**src/rtl/ww_mlp_pkg.sv**
```systemverilog
// Fixed weights, biases and datapath widths for the white-wine quality MLP regressor.
// Every constant here is hard-wired; nothing is programmable at run time.
package ww_mlp_pkg;

    localparam int NUM_A    = 11;
    localparam int WIDTH_A  = 4;
    localparam int OUTWIDTH = 21;
    localparam int NUM_H    = 3;

    // Hidden activation width, hidden accumulator width, output accumulator width
    localparam int RW   = 15;
    localparam int ACCW = 18;
    localparam int YW   = 26;

    typedef logic signed [7:0] weight_t;

    localparam weight_t W1 [NUM_H][NUM_A] = '{
        '{8'sd3, -8'sd2, 8'sd1, 8'sd0, 8'sd4, -8'sd1, 8'sd2, 8'sd0, -8'sd3, 8'sd5, 8'sd1},
        '{-8'sd4, 8'sd1, 8'sd0, 8'sd2, -8'sd1, 8'sd3, 8'sd0, 8'sd1, 8'sd2, -8'sd2, 8'sd6},
        '{8'sd127, 8'sd127, 8'sd127, 8'sd127, 8'sd127, 8'sd127,
          8'sd127, 8'sd127, 8'sd127, 8'sd127, 8'sd127}
    };

    localparam weight_t B1 [NUM_H] = '{8'sd10, -8'sd20, 8'sd0};
    localparam weight_t W2 [NUM_H] = '{8'sd2, 8'sd3, 8'sd127};
    localparam weight_t BO         = 8'sd5;

    // Largest value representable on the unsigned score / hidden outputs
    localparam logic signed [YW-1:0]   SAT_MAX = 26'sd2097151;
    localparam logic signed [ACCW-1:0] R_MAX   = 18'sd32767;

endpackage

```
**src/rtl/ww_mlp_neuron.sv**
```systemverilog
// Purpose: combinational dot product of the feature vector with hidden row H, plus bias, optional ReLU.
// Latency: 0 cycles (pure combinational).
// Backpressure: none; output follows the input every cycle.
module ww_mlp_neuron
    import ww_mlp_pkg::*;
#(
    parameter int H    = 0,
    parameter bit RELU = 1'b1
) (
    input  logic [NUM_A*WIDTH_A-1:0] feat,
    output logic [RW-1:0]            r
);

    logic signed [ACCW-1:0] acc;

    always_comb begin
        acc = ACCW'(B1[H]);
        // Features are unsigned: zero-extend before treating them as signed operands
        for (int i = 0; i < NUM_A; i++) begin
            acc = acc + ACCW'(W1[H][i]) * $signed(ACCW'(feat[i*WIDTH_A +: WIDTH_A]));
        end
    end

    always_comb begin
        r = acc[RW-1:0];
        if (RELU && (acc < 0)) begin
            r = '0;
        end else if (acc > R_MAX) begin
            r = '1;
        end
    end

endmodule

```
**src/rtl/ww_mlp_regressor.sv**
```systemverilog
// Purpose: fixed-weight 11-3-1 MLP regressor (ReLU hidden layer, saturating linear output).
// Latency: 2 cycles, one vector per clock.
// Backpressure: none; in_valid may be asserted every cycle, bubbles propagate as out_valid=0.
module ww_mlp_regressor
    import ww_mlp_pkg::*;
(
    input  logic                     clk,
    input  logic                     rst_n,
    input  logic                     in_valid,
    input  logic [NUM_A*WIDTH_A-1:0] inp,
    output logic                     out_valid,
    output logic [OUTWIDTH-1:0]      out
);

    logic [RW-1:0]         h_comb [NUM_H];
    logic [RW-1:0]         h_q    [NUM_H];
    logic                  v1_q;
    logic signed [YW-1:0]  y;
    logic [OUTWIDTH-1:0]   y_sat;

    for (genvar h = 0; h < NUM_H; h++) begin : g_neuron
        ww_mlp_neuron #(
            .H    (h),
            .RELU (1'b1)
        ) u_neuron (
            .feat (inp),
            .r    (h_comb[h])
        );
    end

    // Stage 1: hidden activations; held across bubbles so no X enters the datapath
    always_ff @(posedge clk or negedge rst_n) begin
        if (!rst_n) begin
            v1_q <= 1'b0;
            for (int h = 0; h < NUM_H; h++) begin
                h_q[h] <= '0;
            end
        end else begin
            v1_q <= in_valid;
            if (in_valid) begin
                for (int h = 0; h < NUM_H; h++) begin
                    h_q[h] <= h_comb[h];
                end
            end
        end
    end

    always_comb begin
        y = YW'(BO);
        for (int h = 0; h < NUM_H; h++) begin
            y = y + YW'(W2[h]) * $signed(YW'(h_q[h]));
        end
    end

    always_comb begin
        y_sat = y[OUTWIDTH-1:0];
        if (y < 0) begin
            y_sat = '0;
        end else if (y > SAT_MAX) begin
            y_sat = '1;
        end
    end

    // Stage 2: saturated score; out keeps its last value while out_valid is low
    always_ff @(posedge clk or negedge rst_n) begin
        if (!rst_n) begin
            out_valid <= 1'b0;
            out       <= '0;
        end else begin
            out_valid <= v1_q;
            if (v1_q) begin
                out <= y_sat;
            end
        end
    end

endmodule

```
**config.mk**
```make
export PLATFORM = sky130hd
export DESIGN_NAME = ww_mlp_regressor
export DESIGN_NICKNAME = d
export VERILOG_FILES = /design/src/rtl/ww_mlp_pkg.sv /design/src/rtl/ww_mlp_neuron.sv /design/src/rtl/ww_mlp_regressor.sv
export SDC_FILE = /design/constraint.sdc
export NUM_CORES = 1
export LEC_CHECK = 0
export ABC_AREA = 1
export CAP_MARGIN = 15
export CORE_ASPECT_RATIO = 1.75
export CORE_MARGIN = 2
export CORE_UTILIZATION = 33
export CTS_CLUSTER_DIAMETER = 40
export DETAILED_ROUTE_END_ITERATION = 7
export HOLD_SLACK_MARGIN = 0.03
export SETUP_SLACK_MARGIN = 0.02
export SYNTH_ARGS = -nofsm -noshare
export SYNTH_HDL_FRONTEND = slang
export SYNTH_SLANG_ARGS = --single-unit
```
**constraint.sdc**
```tcl
create_clock -name clk -period 9.8 [get_ports clk]
set_input_delay 1.96 -clock clk [delete_from_list [all_inputs] [get_ports clk]]
set_output_delay 1.96 -clock clk [all_outputs]
set_load 0.02 [all_outputs]
```
# After elaboration in Yosys (flattened, before gate mapping)
# Index checks and enable logic that the tools add are counted.
word_totals:
  register_bits: 68
  latch_bits: 0
  ram_bits: 0
  rom_bits: 0
  in_bits: 47
  output_inout_bits: 22
  word_cells: 76
  mem_count: 0
op_classes:
  addsub: 36
  n_mul: 18
  div: 0
  magnitude_cmp: 8
  n_eq_ne: 0
  shifts: 0
  n_mux: 8
  n_bitwise: 0
  n_reduce_logical: 0
op_table:
  columns: ["op", "count"]
  rows:
  - ["adder 18 bit", 16]
  - ["multiplier 7 x 4 -> 11 bit, first input constant", 11]
  - ["two-way mux 15 bit", 6]
  - ["adder 18 x 5 -> 18 bit", 4]
  - ["adder 18 x 6 -> 18 bit", 3]
  - ["> comparator 18 x 16 -> 1 bit, second input constant", 3]
  - ["less-than comparator 18 x 1 -> 1 bit, second input constant", 3]
  - ["two-way mux 21 bit", 2]
  - ["negator 4 -> 18 bit", 2]
  - ["negator 4 -> 17 bit", 2]
  - ["adder 18 x 22 -> 23 bit", 1]
  - ["> comparator 23 x 21 -> 1 bit, second input constant", 1]
  - ["less-than comparator 23 x 1 -> 1 bit, second input constant", 1]
  - ["multiplier 7 x 15 -> 22 bit, first input constant", 1]
  - ["adder 17 x 17 -> 18 bit", 1]
  - ["adder 18 x 12 -> 18 bit", 1]
  - ["adder 18 x 7 -> 18 bit", 1]
  - ["adder 18 x 8 -> 18 bit", 1]
  - ["adder 5 x 18 -> 18 bit, first input constant", 1]
  - ["adder 6 x 18 -> 18 bit, first input constant", 1]
  - ["multiplier 2 x 4 -> 6 bit, first input constant", 3]
  - ["adder 3 x 16 -> 17 bit, first input constant", 1]
  - ["multiplier 2 x 15 -> 17 bit, first input constant", 1]
  - ["negator 4 -> 16 bit", 1]
  - ["2 further kinds", 2]

# Depth between registers and ports, before layout
depth:
  depth_word: 14
  ltp_mapped: 32
  ltp_nobuf: 32

# Hierarchy
# Synthesis repeated with hierarchy kept, for this count alone.
hier_totals:
  hier_cells: 2861
  area_unflattened_um2: 21924.8
modules_own_cells:
  columns: ["mod", "instances", "cells_per_inst", "area_each_um2", "seq_area_each_um2"]
  rows:
  - ["ww_mlp_neuron at g_neuron[2].u_neuron", 1, 1230, 9195.1, 0.0]
  - ["ww_mlp_regressor", 1, 894, 7248.2, 1701.6]
  - ["ww_mlp_neuron at g_neuron[0].u_neuron", 1, 376, 2813.9, 0.0]
  - ["ww_mlp_neuron at g_neuron[1].u_neuron", 1, 361, 2667.6, 0.0]

# Worst setup path before layout
# OpenSTA, ideal clock, no wires.
synth_path:
  path_kind: "input to register"
  start: "input inp[41]"
  end: "register h_q[13] in the netlist's numbering"
  setup_time_ns: 0.132
  t_arrival_ns: 8.079
  required_ns: 9.668
  setup_slack_ns: 1.589
  cell_stages: 26
  n_path_buf: 0
  cell_sequence: "fa_1 inv_1 fa_1 fa_1 o21ai_0 nand2_1 o21bai_1 nand2_1 nand2_1 a21oi_1 xor2_1 fa_1 inv_1 fa_1 fa_1 fa_1 inv_1 fa_1 inv_1 ha_1 nand2_1 nand2_1 a221oi_1 nand3_1 nand3_1 o21ai_0"
synth_between:
  elab_chain_len: 5
  elab_cells_between_ends: 6
  classes_between: "add/sub (1); mul (1); order compare (2); mux (2)"
synth_lines:
  columns: ["item", "line", "text"]
  rows:
  - ["start: declaration", "ww_mlp_regressor.sv:10", "input logic [NUM_A*WIDTH_A-1:0] inp,"]
  - ["multiplier 7 x 4 -> 11 bit *", "ww_mlp_neuron.sv:20", "acc = acc + ACCW'(W1[H][i]) * $signed(ACCW'(feat[i*WIDTH_A +: WIDTH_A]));"]
  - ["adder 18 x 12 -> 18 bit *", "ww_mlp_neuron.sv:20", null]
  - ["> comparator 18 x 16 -> 1 bit", "ww_mlp_neuron.sv:28", "end else if (acc > R_MAX) begin"]
  - ["two-way mux 15 bit", "ww_mlp_neuron.sv:28", null]
  - ["two-way mux 15 bit *", "ww_mlp_neuron.sv:26", "if (RELU && (acc < 0)) begin"]
  - ["end signal: indexed assignment", "ww_mlp_regressor.sv:42", "h_q[h] <= h_comb[h];"]
  - ["end: declaration", "ww_mlp_regressor.sv:16", "logic [RW-1:0] h_q [NUM_H];"]
# Every way passes the cells marked *; elsewhere a longest branch is shown, timed or not.
# A chain may end at the register's enable or synchronous reset.

# Worst setup path in the final report
layout_path:
  start: "input inp[23]"
  end: "register h_q[13] in the netlist's numbering"
layout_between:
  elab_chain_len: 10
  elab_cells_between_ends: 11
  classes_between: "add/sub (6); mul (1); order compare (2); mux (2)"
layout_lines:
  columns: ["item", "line"]
  rows:
  - ["multiplier 7 x 4 -> 11 bit *", "ww_mlp_neuron.sv:20"]
  - ["adder 18 bit * (5 in a row)", "ww_mlp_neuron.sv:20"]
  - ["adder 18 x 12 -> 18 bit *", "ww_mlp_neuron.sv:20"]
  - ["> comparator 18 x 16 -> 1 bit", "ww_mlp_neuron.sv:28"]
  - ["two-way mux 15 bit", "ww_mlp_neuron.sv:28"]
  - ["two-way mux 15 bit *", "ww_mlp_neuron.sv:26"]
# Marks and branches as above.

==> summary.md <==
| Metric | Value |
|---|---|
| Sequential area share after synthesis | `8.78%` |
| Area occupied by multi-input gates | `15700 um2` |
| Die height | `about 320 um` |
| Max layer used | `met4` |
| Clk pin slew, worst setup/hold paths | `approximately 0.06 ns` |
| Crit path top cell by count | `fa_1` |
| Hold-fix buffers, CTS | `0` |
| Ranking of synthesized cells by area | `fa_1 (33%), ha_1 (22%), inv_1 (9.6%)` |
| Total GRT Usage | `17.8%` |
| Min-Delay Path Class | `reg2reg` |
| CP max FO | `7` |
| Initial DRC Count | `around 530` |
| FF/Latch Area | `1700 um2` |
| Die area | `60800 um2` |
| Number of nets in the layout | `3037` |
| Max Slew Vio Count | `0` |
| Most common cell in the netlist | `inv_1` |
| Initial Util | `33.3%` |
| Async set-or-reset flop fraction in the synthesized netlist | `between 90% and 100%` |
| Synth cell count leaders | `inv_1 (496), nand2_1 (428), ha_1 (337)` |
| Met3 routed WL | `about 840 um` |
| Final core occ | `about 37%` |
| DRT Wirelength | `51800 um` |
| Layout cells sized above 1 | `3.60%` |
| Max incr delay on CP | `between 0.7 and 0.8 ns` |
| CTS tree | `yes` |
| Count of cell types in the netlist | `44` |
| Relative slew slack | `41.1%` |
| DIE WIDTH | `~190 um` |
| Mapped cell area | `19400 um2` |
| RePlAce Congestion | `1.00` |
| Total iterations of the first detailed-routing run | `5` |
| Num CTS Buffers | `9` |
| CTS sink count | `just under 70` |
| Vias in the first global route | `16360` |
| Fill cells | `6013` |
| Fmax | `110 MHz` |
| Vias | `14425` |
| Cell taking the most area after synthesis | `fa_1` |
| Synth Instances | `about 2200` |
| Worst-skew pair later-pin latency | `0.34 ns` |
| WL per Instance | `16.7 um` |
| Final Cycle Share | `92.6%` |
| Met2 wire length | `27900 um` |
| Final Skew | `0.00915 ns` |
| Status | `completed` |
| Worst-Margin Slew | `0.884 ns` |
| Final ANT Viol Nets | `0` |
| Shortest period the worst path allows | `about 9.1 ns` |
| FP Rows | `between 100 and 150` |
| Post-DP HPWL | `approximately 48000 um` |
| Antenna diodes | `0` |
| Crit start category | `primary input` |
| Unrepaired setup endpoints after global routing | `false` |
| Crit path max-delay cell type | `fa_1` |
| Element type at the critical path end | `flip-flop` |
| Setup CP Type | `in2reg` |
| Io pins | `69` |
| Post-synth EDFFs | `0` |
| Total gr overflow | `0` |
| Largest net degree at the start of global routing | `a little under 70` |
| Synth Register Bits | `68` |
| Synth Net Count | `2954` |
| Area Growth Syn to Fin | `10.7%` |
| # resized after CTS | `0` |
| H-tree depth | `3` |
| Antenna violations before repair | `0` |
| Root Driver | `clkbuf_16` |
| Via density | `between 4 and 5` |
| DRC viols | `0` |
| Routed metal-1 wirelength | `17900 um` |
| Mean Syn Cell Area | `8.63 um2` |
| Final setup violating endpoints | `0` |
| Clk buf depth | `2` |
| Worst Path Arrival | `~9.3 ns` |
| Post-route setup TNS | `0 ns` |
| Area of the core | `about 58000 um2` |
| Post-synth top area share | `33.5%` |
| Setup bufs post-CTS | `0` |
| MaxCap Viol Count | `0` |
| Final Hold Violating Endpoints | `0` |
| Synth Flop Type | `dfrtp_1` |
| First-pass GRT wire length | `84900 um` |
| Ys Warns | `0` |
| IO Port Bufs | `68` |
| Fin Hold WS | `0.500 ns` |
| Req. time, crit path | `10.02 ns` |
==> flip-flops by register name (all words and copies together) (netlist names) <==
| name | cells |
|---|---|
| h_q | 45 |
| out | 21 |
| out_valid | 1 |
| v1_q | 1 |
==> critical path: cells and delay by family <==
kind / cells / cell delay [ns]
adders and majority gates: 9 / 4.55
AOI/OAI and AO/OA: 7 / 1.22
buffers and inverters: 5 / 0.92
and+or+nand+nor: 4 / 0.35
xor gates and xnor gates: 1 / 0.27
==> per-layer routing <==
metal	global-route usage, %	vias up
li1	-	7064
met1	17.0	6962
met2	34.6	258
met3	1.02	141
met4	14.5	0
met5	0	-
==> cell type report <==
| cell class | instances | share of cell area (%) |
|---|---|---|
| Clock inverter | 5 | 0.496 |
| Clock buffer | 11 | 1.18 |
| Multi-Input combinational cell | 1660 | 73.2 |
| Inverter | 502 | 8.80 |
| Sequential cell | 68 | 7.93 |
| Timing Repair Buffer | 88 | 3.85 |
| Tap cell | 773 | 4.51 |
==> worst paths after layout <==
kind / from / to / slack [ns] / cells after the start
setup reg to reg: h_q[6] / out[18] / 4.54 / 19
hold reg to reg: h_q[32] / h_q[32] / 0.50 / 2
min in group asynchronous: rst_n / h_q[40] / 1.82 / 2
hold / removal: h_q[32] / h_q[32] / 0.50 / 2
max in group asynchronous: rst_n / h_q[13] / 7.40 / 2
setup / recovery: inp[23] / h_q[13] / 0.73 / 26
==> logic make-up (layout without fill, tap and decap cells) <==
family                     after synthesis  in the layout  share of synthesized area, %
AOI/OAI and AO/OA                      218            218                          6.02
xor gates and xnor gates               109            109                          4.93
adders and majority gates              661            661                          55.2
buffers and inverters                  518            606                          10.2
DFF                                     68             68                          8.78
muxes                                    1              1                        0.0581
and+or+nand+nor                        671            671                          14.8
==> cells in the final DEF (no fill, tap or decap), types with 7 or more instances in the layout <==
cell type / count
inv_1: 496
nand2_1: 428
ha_1: 337
fa_1: 324
a21oi_1: 114
nor2_1: 86
nand3_1: 84
o21ai_0: 71
dfrtp_1: 68
clkdlybuf4s50_1: 67
xnor2_1: 62
xor2_1: 47
or2_2: 21
buf_4: 20
nand4_1: 13
o21bai_1: 9
nand3b_1: 9
clkbuf_16: 9
nand2_2: 8
nor3_1: 7
o21ai_1: 7
==> through the flow <==
step           worst slack [ns]  instances  instance area, um2
2_1_floorplan              1.59       2246               19400
4_1_cts                   0.783       3107               21400
6_report                  0.727       3107               21400
3_5_place_dp              0.433       3091               21100
5_1_grt                   0.346       3107               21400
3_3_place_gp              0.516       3091               21100
Power is not shown: default switching activity piles up to over one toggle a cycle in this logic, so the estimate is an artifact.
